### src/rtl/spi_mem_master.sv
// SPI master for serial RAM: single 8/16-bit read or write per request, SPI mode 0.
// Frame is opcode, 24-bit address, then 8 or 16 data bits, all MSB first.
module spi_mem_master #(
    parameter int unsigned DIV       = 1,
    parameter logic [7:0]  CMD_READ  = 8'h03,
    parameter logic [7:0]  CMD_WRITE = 8'h02
) (
    input  logic        clk,
    input  logic        rst,
    input  logic        req_valid,
    output logic        req_ready,
    input  logic        req_write,
    input  logic        req_byte,
    input  logic [23:0] req_addr,
    input  logic [15:0] req_wdata,
    output logic        rsp_valid,
    output logic [15:0] rsp_rdata,
    output logic        busy,
    output logic        spi_select,
    output logic        spi_clk,
    output logic        spi_mosi,
    input  logic        spi_miso
);

    typedef enum logic [1:0] {StIdle, StShift, StDone} state_e;

    localparam logic [7:0] DivLast = 8'(DIV - 1);

    state_e      state_q, state_d;
    logic [7:0]  div_cnt_q, div_cnt_d;
    logic        phase_q, phase_d;
    logic [5:0]  bit_cnt_q, bit_cnt_d;
    logic [47:0] tx_q, tx_d;
    logic [15:0] rx_q, rx_d;
    logic        write_q, write_d;
    logic        byte_q, byte_d;

    logic accept;
    logic phase_end;
    logic last_bit;

    assign accept    = req_valid && (state_q == StIdle);
    assign phase_end = (state_q == StShift) && (div_cnt_q == DivLast);
    assign last_bit  = bit_cnt_q == (byte_q ? 6'd39 : 6'd47);

    always_ff @(posedge clk or posedge rst) begin
        if (rst) begin
            state_q <= StIdle;
        end else begin
            state_q <= state_d;
        end
    end

    always_comb begin
        state_d = state_q;
        case (state_q)
            StIdle:  if (req_valid) state_d = StShift;
            StShift: if (phase_end && phase_q && last_bit) state_d = StDone;
            StDone:  state_d = StIdle;
            default: state_d = StIdle;
        endcase
    end

    always_ff @(posedge clk or posedge rst) begin
        if (rst) begin
            div_cnt_q <= '0;
            phase_q   <= 1'b0;
            bit_cnt_q <= '0;
            tx_q      <= '0;
            rx_q      <= '0;
            write_q   <= 1'b0;
            byte_q    <= 1'b0;
        end else begin
            div_cnt_q <= div_cnt_d;
            phase_q   <= phase_d;
            bit_cnt_q <= bit_cnt_d;
            tx_q      <= tx_d;
            rx_q      <= rx_d;
            write_q   <= write_d;
            byte_q    <= byte_d;
        end
    end

    always_comb begin
        div_cnt_d = div_cnt_q;
        phase_d   = phase_q;
        bit_cnt_d = bit_cnt_q;
        tx_d      = tx_q;
        rx_d      = rx_q;
        write_d   = write_q;
        byte_d    = byte_q;
        if (accept) begin
            write_d   = req_write;
            byte_d    = req_byte;
            div_cnt_d = '0;
            phase_d   = 1'b0;
            bit_cnt_d = '0;
            rx_d      = '0;
            // Byte data sits in the top of the data field so it follows the address directly.
            tx_d = {req_write ? CMD_WRITE : CMD_READ, req_addr,
                    req_write ? (req_byte ? {req_wdata[7:0], 8'h00} : req_wdata) : 16'h0000};
        end else if (state_q == StShift) begin
            if (phase_end) begin
                div_cnt_d = '0;
                if (!phase_q) begin
                    phase_d = 1'b1;
                end else begin
                    // End of high phase: sample MISO and advance MOSI for the next low phase.
                    phase_d   = 1'b0;
                    bit_cnt_d = bit_cnt_q + 6'd1;
                    tx_d      = {tx_q[46:0], 1'b0};
                    if (!write_q) rx_d = {rx_q[14:0], spi_miso};
                end
            end else begin
                div_cnt_d = div_cnt_q + 8'd1;
            end
        end
    end

    always_comb begin
        req_ready  = state_q == StIdle;
        busy       = state_q != StIdle;
        spi_select = state_q == StShift;
        spi_clk    = (state_q == StShift) && phase_q;
        spi_mosi   = (state_q == StShift) && tx_q[47];
        rsp_valid  = state_q == StDone;
        rsp_rdata  = 16'h0000;
        if (state_q == StDone && !write_q) begin
            rsp_rdata = byte_q ? {8'h00, rx_q[7:0]} : rx_q;
        end
    end

endmodule

### config.mk
export PLATFORM = sky130hd
export DESIGN_NAME = spi_mem_master
export DESIGN_NICKNAME = d
export VERILOG_FILES = /design/src/rtl/spi_mem_master.sv
export SDC_FILE = /design/constraint.sdc
export NUM_CORES = 1
export LEC_CHECK = 0
export ABC_AREA = 1
export ABC_CLOCK_PERIOD_IN_PS = 5300
export BUFFER_PORTS_ARGS = -buffer_cell sky130_fd_sc_hd__buf_2
export CAP_MARGIN = 0
export CORE_ASPECT_RATIO = 0.5
export CORE_UTILIZATION = 40
export CTS_BUF_LIST = sky130_fd_sc_hd__clkbuf_16
export DETAILED_ROUTE_END_ITERATION = 6
export RECOVER_POWER = 50
export SLEW_MARGIN = 20
export SYNTH_ARGS = -nofsm -noshare
export SYNTH_HDL_FRONTEND = slang
export SYNTH_SLANG_ARGS = --single-unit
export TNS_END_PERCENT = 10
### constraint.sdc
create_clock -name clk -period 5.3 [get_ports clk]
set_input_delay 0.53 -clock clk [delete_from_list [all_inputs] [get_ports clk]]
set_output_delay 0.53 -clock clk [all_outputs]
set_load 0.03 [all_outputs]
==> qor.txt, run 1 <==
crit-path max FO = 53
Clock Skew = 0.00775 ns
RR Endpoint = tx_q[1]
Crit path largest cell delay = 0.99 ns
starting density of the core = 42.2%
max-slew violation count = 100
reg2reg path depth = 8
Slew HR = -41.8%
worst skew pair latency = 0.33 ns
I/O Buffers = 67
total negative slack = 0 ns
Post-CTS Hold Fix Bufs = 0
critical path startpoint = state_q[0]
post-synthesis simple-gate area fraction = 41.6%
Min-Delay Endpoint = rx_q[0]
pwr dens = 256 nW/µm²
Post-Synth XOR/XNOR Area = 0.796%
Tmin final = 3.35 ns
Post-Synth Adder-Cell Area = 0.853%
hold path start = spi_miso
final core occ = 47.9%
ant diodes = 0
failing checks = max-capacitance violations, max-slew violations
GRT Overall Usage = 18.4%
most frequent cells in the layout = 293 x nand2_1, 83 x dfrtp_1, 74 x nand3_1
Post-Syn Nets = 659
RSZ-0062 raised after global routing = no
# H-tree levels = 3
Hold Crit Depth = 3
yosys warns = 0
HP Class = in2reg
Clock Sinks = 83
die width = 150 µm
Tcrit/Tclk final = 63.2%
reg2reg setup slack = 1.95 ns
max-cap violations = 2
Worst Setup Path Type = reg2reg
Synth Register Bits = 83
row count = 26
die area = 11,500 µm²
Wirelength per Cell = 12.1 µm
Buffers & Inverters on Critical Path = 1
fillcell total = 1,128
Worst EP required = 5.57 ns
area grow syn2layout = 13.6%
cell area after synthesis = 4400 µm²
vias = 3,844
commonest non-fill, non-tap cell in the layout = nand2_1
CTS Buffer Depth = 2
layout cells sized above 1 = 14.0%
antenna violations before repair = 0
drt drc = 0
Non-Filler Instances = 804
TritonCTS Buffers = 9
critical path's top delay family = simple AND/OR/NAND/NOR gates
post-synth cell types = 25
vias per inst = 4.78
reg-to-reg startpoint = state_q[0]
vias in the first global route = 3,602
Die Y-Extent = 76.2 µm
Final nets = 709
Slew @ Worst Pin = 2.12 ns
Root Buffer = clkbuf_16
FMAX = 299 MHz
First-pass DRT Iterations = 4
Slowest cell on crit path = nand2_1
post-synthesis compound-gate area fraction = 2.10%
Seq/Total Area, Yosys = 47.2%
cts repair resizes = 0
Final HPWL DP = 6.25 mm
Crit. End Element = flop
detailed router's first-iteration violation count = 241
largest family of logic cells by synthesized area = simple AND/OR/NAND/NOR gates
pin count of the biggest net entering global routing = 56
Peak VDD IR = 0.167 mV
io pins = 68
mux contribution to synthesized area = 0%
Post-Route WL = 9.72 mm
run status = complete, but fails checks
Placeable Area = 10,400 µm²
Worst setup SP type = flop
Avg Cell Area, Syn = 7.22 µm²
antenna-violating nets left = 0
critical path arrival = 3.61 ns
final hold vios = 0
clock slew at reported path FFs = 0.06 ns
crit-path cells = nor2_1 -> nand2_1 -> buf_4 -> nor2_4 -> nand3_1 -> nand2_1 -> nand2_1 -> nand2_1
first-pass GRT wire length = 16.9 mm
LEAKAGE = 0.00294 µW
GRT Residual Overflow = 0
Mapped Cells = 610
Placed Instances = 789
post-CTS setup buffers = 0
CTS tree = done
GPL Wtd Cong = 0.814
Final setup viols = 0
cell mode on critical path = nand2_1
==> final cells by class <==
class                   count  area (µm²)  area share, %
repair buffers             69         347           6.93
well taps                 140         175           3.50
flip-flops and latches     83        2080           41.5
clock inverters             6        57.6           1.15
clock buffers               9         225           4.50
multi-input cells         456        1970           39.3
inverters                  41         155           3.10
==> how the worst max path moves through the flow <==
| stage | endpoint | cells past startpoint |
|---|---|---|
| floorplan | bit_cnt_q[0] | 1 |
| global placement | tx_q[41] | 6 |
| detailed placement | bit_cnt_q[0] | 7 |
| CTS | rsp_rdata[8] | 5 |
| global route | tx_q[41] | 6 |
| finish | tx_q[1] | 8 |
==> stage by stage <==
stage               instance area [µm²]  hold WS (ns)  total power [µW]  setup slack [ns]
floorplan                          4400         0.442               662              2.63
global placement                   4750         0.458               687              3.02
detailed placement                 4750         0.462               686              2.99
CTS                                5040         0.364              1300              2.83
global route                       5000         0.416              1330              1.61
finish                             5000         0.393              1280              1.95
==> cells in the mapped netlist <==
| cell type | instances | area (µm²) |
|---|---|---|
| nor2_1 | 43 | 161 |
| or2_2 | 1 | 6.26 |
| clkbuf_1 | 8 | 30.0 |
| o21bai_1 | 1 | 7.51 |
| ha_1 | 3 | 37.5 |
| buf_2 | 16 | 80.1 |
| xor2_1 | 4 | 35.0 |
| nor3_1 | 3 | 15.0 |
| or2_1 | 1 | 6.26 |
| nand2_2 | 1 | 6.26 |
| nand2_4 | 4 | 45.0 |
| dfrtp_1 | 83 | 2080 |
| nor2_8 | 2 | 40.0 |
| o21ai_0 | 13 | 65.1 |
| nand3_1 | 74 | 370 |
| inv_2 | 1 | 3.75 |
| nor2_4 | 3 | 33.8 |
| nand2_1 | 292 | 1100 |
| a21oi_1 | 4 | 20.0 |
| inv_1 | 39 | 146 |
| clkinv_1 | 1 | 3.75 |
| buf_4 | 1 | 7.51 |
| nand4_1 | 5 | 31.3 |
| buf_6 | 5 | 56.3 |
| nand3_2 | 2 | 20.0 |
==> state kept, by name, summed over array words and instances (netlist names) <==
signal     cells
tx_q          48
rx_q          16
div_cnt_q      8
bit_cnt_q      6
state_q        2
byte_q         1
phase_q        1
write_q        1
==> cells by family (layout without fill, tap and decap cells) <==
group                    count (synthesis)  in the layout
AND/OR/NAND/NOR                        431            431
AO/OA/AOI/OAI                           18             18
adder cells (fa/ha/maj)                  3              3
flip-flops                              83             83
XOR/XNOR                                 4              4
buffers and inverters                   71            125
==> worst reg2reg max path, stage by stage (launching register included) <==
cell and delay, ns:
dfrtp_1 0.42, nor2_1 0.35, nand2_1 0.99, buf_4 0.66, nor2_4 0.47, nand3_1 0.15, nand2_1 0.10, nand2_1 0.06
nand2_1 0.08
==> report_power, final <==
part	internal, µW	switching (µW)
registers	634	0
logic	14.4	25.4
clock network	359	249
total	1010	274
==> routing by layer <==
metal / vias up / global-route usage (%) / routed length [µm]
li1: 1982 / - / -
met1: 1776 / 25.9 / 5060
met2: 78 / 28.2 / 4180
met3: 8 / 4.49 / 393
met4: 0 / 4.95 / 87
met5: - / 0 / 0
No activity file was read; power rests on OpenSTA's default activity.
==> run 2: changes to the inputs <==
--- a/config.mk
+++ b/config.mk
@@ -6,7 +6,7 @@
 export NUM_CORES = 1
 export LEC_CHECK = 0
 export ABC_AREA = 1
-export ABC_CLOCK_PERIOD_IN_PS = 5300
+export ABC_CLOCK_PERIOD_IN_PS = 2750
 export BUFFER_PORTS_ARGS = -buffer_cell sky130_fd_sc_hd__buf_2
 export CAP_MARGIN = 0
 export CORE_ASPECT_RATIO = 0.5
==> constraint.sdc (replaced) <==
create_clock -name clk -period 2.75 [get_ports clk]
set_input_delay 0.275 -clock clk [delete_from_list [all_inputs] [get_ports clk]]
set_output_delay 0.275 -clock clk [all_outputs]
set_load 0.03 [all_outputs]
==> qor.txt, run 2 (synthesis results as in run 1) <==
run status = finished, final reports clean
Root Buffer = clkbuf_16
HP Class = in2reg
crit-path max FO = 9
Wirelength per Cell = 12.1 µm
Tmin final = 2.27 ns
RSZ-0062 raised after global routing = no
GPL Wtd Cong = 0.848
die width = 150 µm
Switching Fraction = 18.9%
Regs by FF count = tx_q (48), rx_q (16), div_cnt_q (8)
Peak VDD IR = 0.305 mV
ant diodes = 0
Die Y-Extent = 76.2 µm
vias per inst = 4.74
First-pass DRT Iterations = 4
clock network power share = 54.6%
most frequent cells in the layout = 292 x nand2_1, 83 x dfrtp_1, 75 x nand3_1
area grow syn2layout = 17.1%
Final setup viols = 0
worst skew pair latency = 0.34 ns
vias in the first global route = 3,673
Placeable Area = 10,400 µm²
total negative slack = 0 ns
max-cap violations = 0
part of the power in registers = 42.7%
detailed router's first-iteration violation count = 175
CTS tree = done
io pins = 68
max FFs per register = 48
Slew HR = 37.1%
Power Total = 2860 µW
Post-Route WL = 9.78 mm
Slew @ Worst Pin = 0.943 ns
Crit. End Element = output port
TritonCTS Buffers = 9
die area = 11,500 µm²
Final nets = 713
GRT Overall Usage = 18.8%
FMAX = 441 MHz
LEAKAGE = 0.00303 µW
pwr dens = 555 nW/µm²
Biggest register = tx_q
clock slew at reported path FFs = 0.06 ns
internal power = 2320 µW
Worst setup SP type = flop
Non-Filler Instances = 809
Worst Setup Path Type = reg2out
Clock Sinks = 83
vias = 3,837
Cell Area, Placed = 4790 µm²
antenna violations before repair = 0
cts repair resizes = 0
critical path arrival = 1.99 ns
antenna-violating nets left = 0
reg2reg setup slack = 0.49 ns
commonest non-fill, non-tap cell in the layout = nand2_1
Clock Skew = 0.00498 ns
CTS Buffer Depth = 2
GRT Residual Overflow = 0
part of the power in combinational logic = 2.7%
drt drc = 0
pin count of the biggest net entering global routing = 64
net switching power = 541 µW
Placed Instances = 792
Tcrit/Tclk final = 82.5%
final hold vios = 0
starting density of the core = 42.2%
post-route cell area = 5160 µm²
Worst EP required = 2.48 ns
Final HPWL DP = 6.37 mm
first-pass GRT wire length = 16.9 mm
row count = 26
max-slew violation count = 0
# H-tree levels = 3
layout cells sized above 1 = 14.2%
I/O Buffers = 67
-- run 2: final cells by class --
class | count | area (µm²)
Timing Repair Buffer | 73 | 377
Inverter | 41 | 155
Clock inverter | 7 | 163
Fill cell | 1025 | 5290
Clock buffer | 9 | 225
Tap cell | 140 | 175
Sequential cell | 83 | 2080
Multi-Input combinational cell | 456 | 1980
-- run 2: stage by stage --
stage | util, % | setup WS (ns) | hold slack (ns)
floorplan | - | 0.338 | 0.392
global placement | 45.9 | 0.747 | 0.265
detailed placement | 45.9 | 0.670 | 0.266
CTS | 49.7 | 0.455 | 0.136
global route | 49.4 | 0.213 | 0.157
finish | 49.4 | 0.482 | 0.148
-- run 2: what timing repair did --
action	in CTS	in global routing
hold buffers	1	0
setup buffers	0	0
hold endpoints to repair	20	0
-- run 2: worst max-delay path, stage by stage (launching register included) --
cell and delay (ns):
dfrtp_1 0.42, nor2_1 0.24, nand2_1 0.27, or2_1 0.39, nor2_1 0.13, buf_2 0.21
-- run 2: path summary, 6_finish.rpt --
check | from | endpoint | cells past startpoint
max in group asynchronous | rst | tx_q[2] | 4
setup / recovery | state_q[0] | rsp_rdata[14] | 5
setup reg to reg | state_q[0] | tx_q[29] | 7
hold reg to reg | rx_q[15] | rx_q[15] | 2
min in group asynchronous | rst | rx_q[2] | 3
hold / removal | spi_miso | rx_q[0] | 3
-- run 2: routing by layer --
| metal | wire length, µm | up-vias | track usage [%] | share of wire, % |
|---|---|---|---|---|
| li1 | - | 1992 | - | - |
| met1 | 4940 | 1770 | 25.2 | 51 |
| met2 | 4310 | 66 | 29.8 | 44 |
| met3 | 419 | 9 | 5.09 | 4.3 |
| met4 | 106 | 0 | 5.15 | 1.1 |
| met5 | 0 | - | 0 | 0 |
-- run 2: power groups by stage --
stage	logic, µW	registers (µW)	clock network [µW]
2_1_floorplan	31.4	1240	0
3_3_place_gp	81.1	1240	0
3_5_place_dp	80.8	1240	0
4_1_cts	82.1	1220	1590
5_1_grt	88.4	1220	1650
6_report	77.0	1220	1560
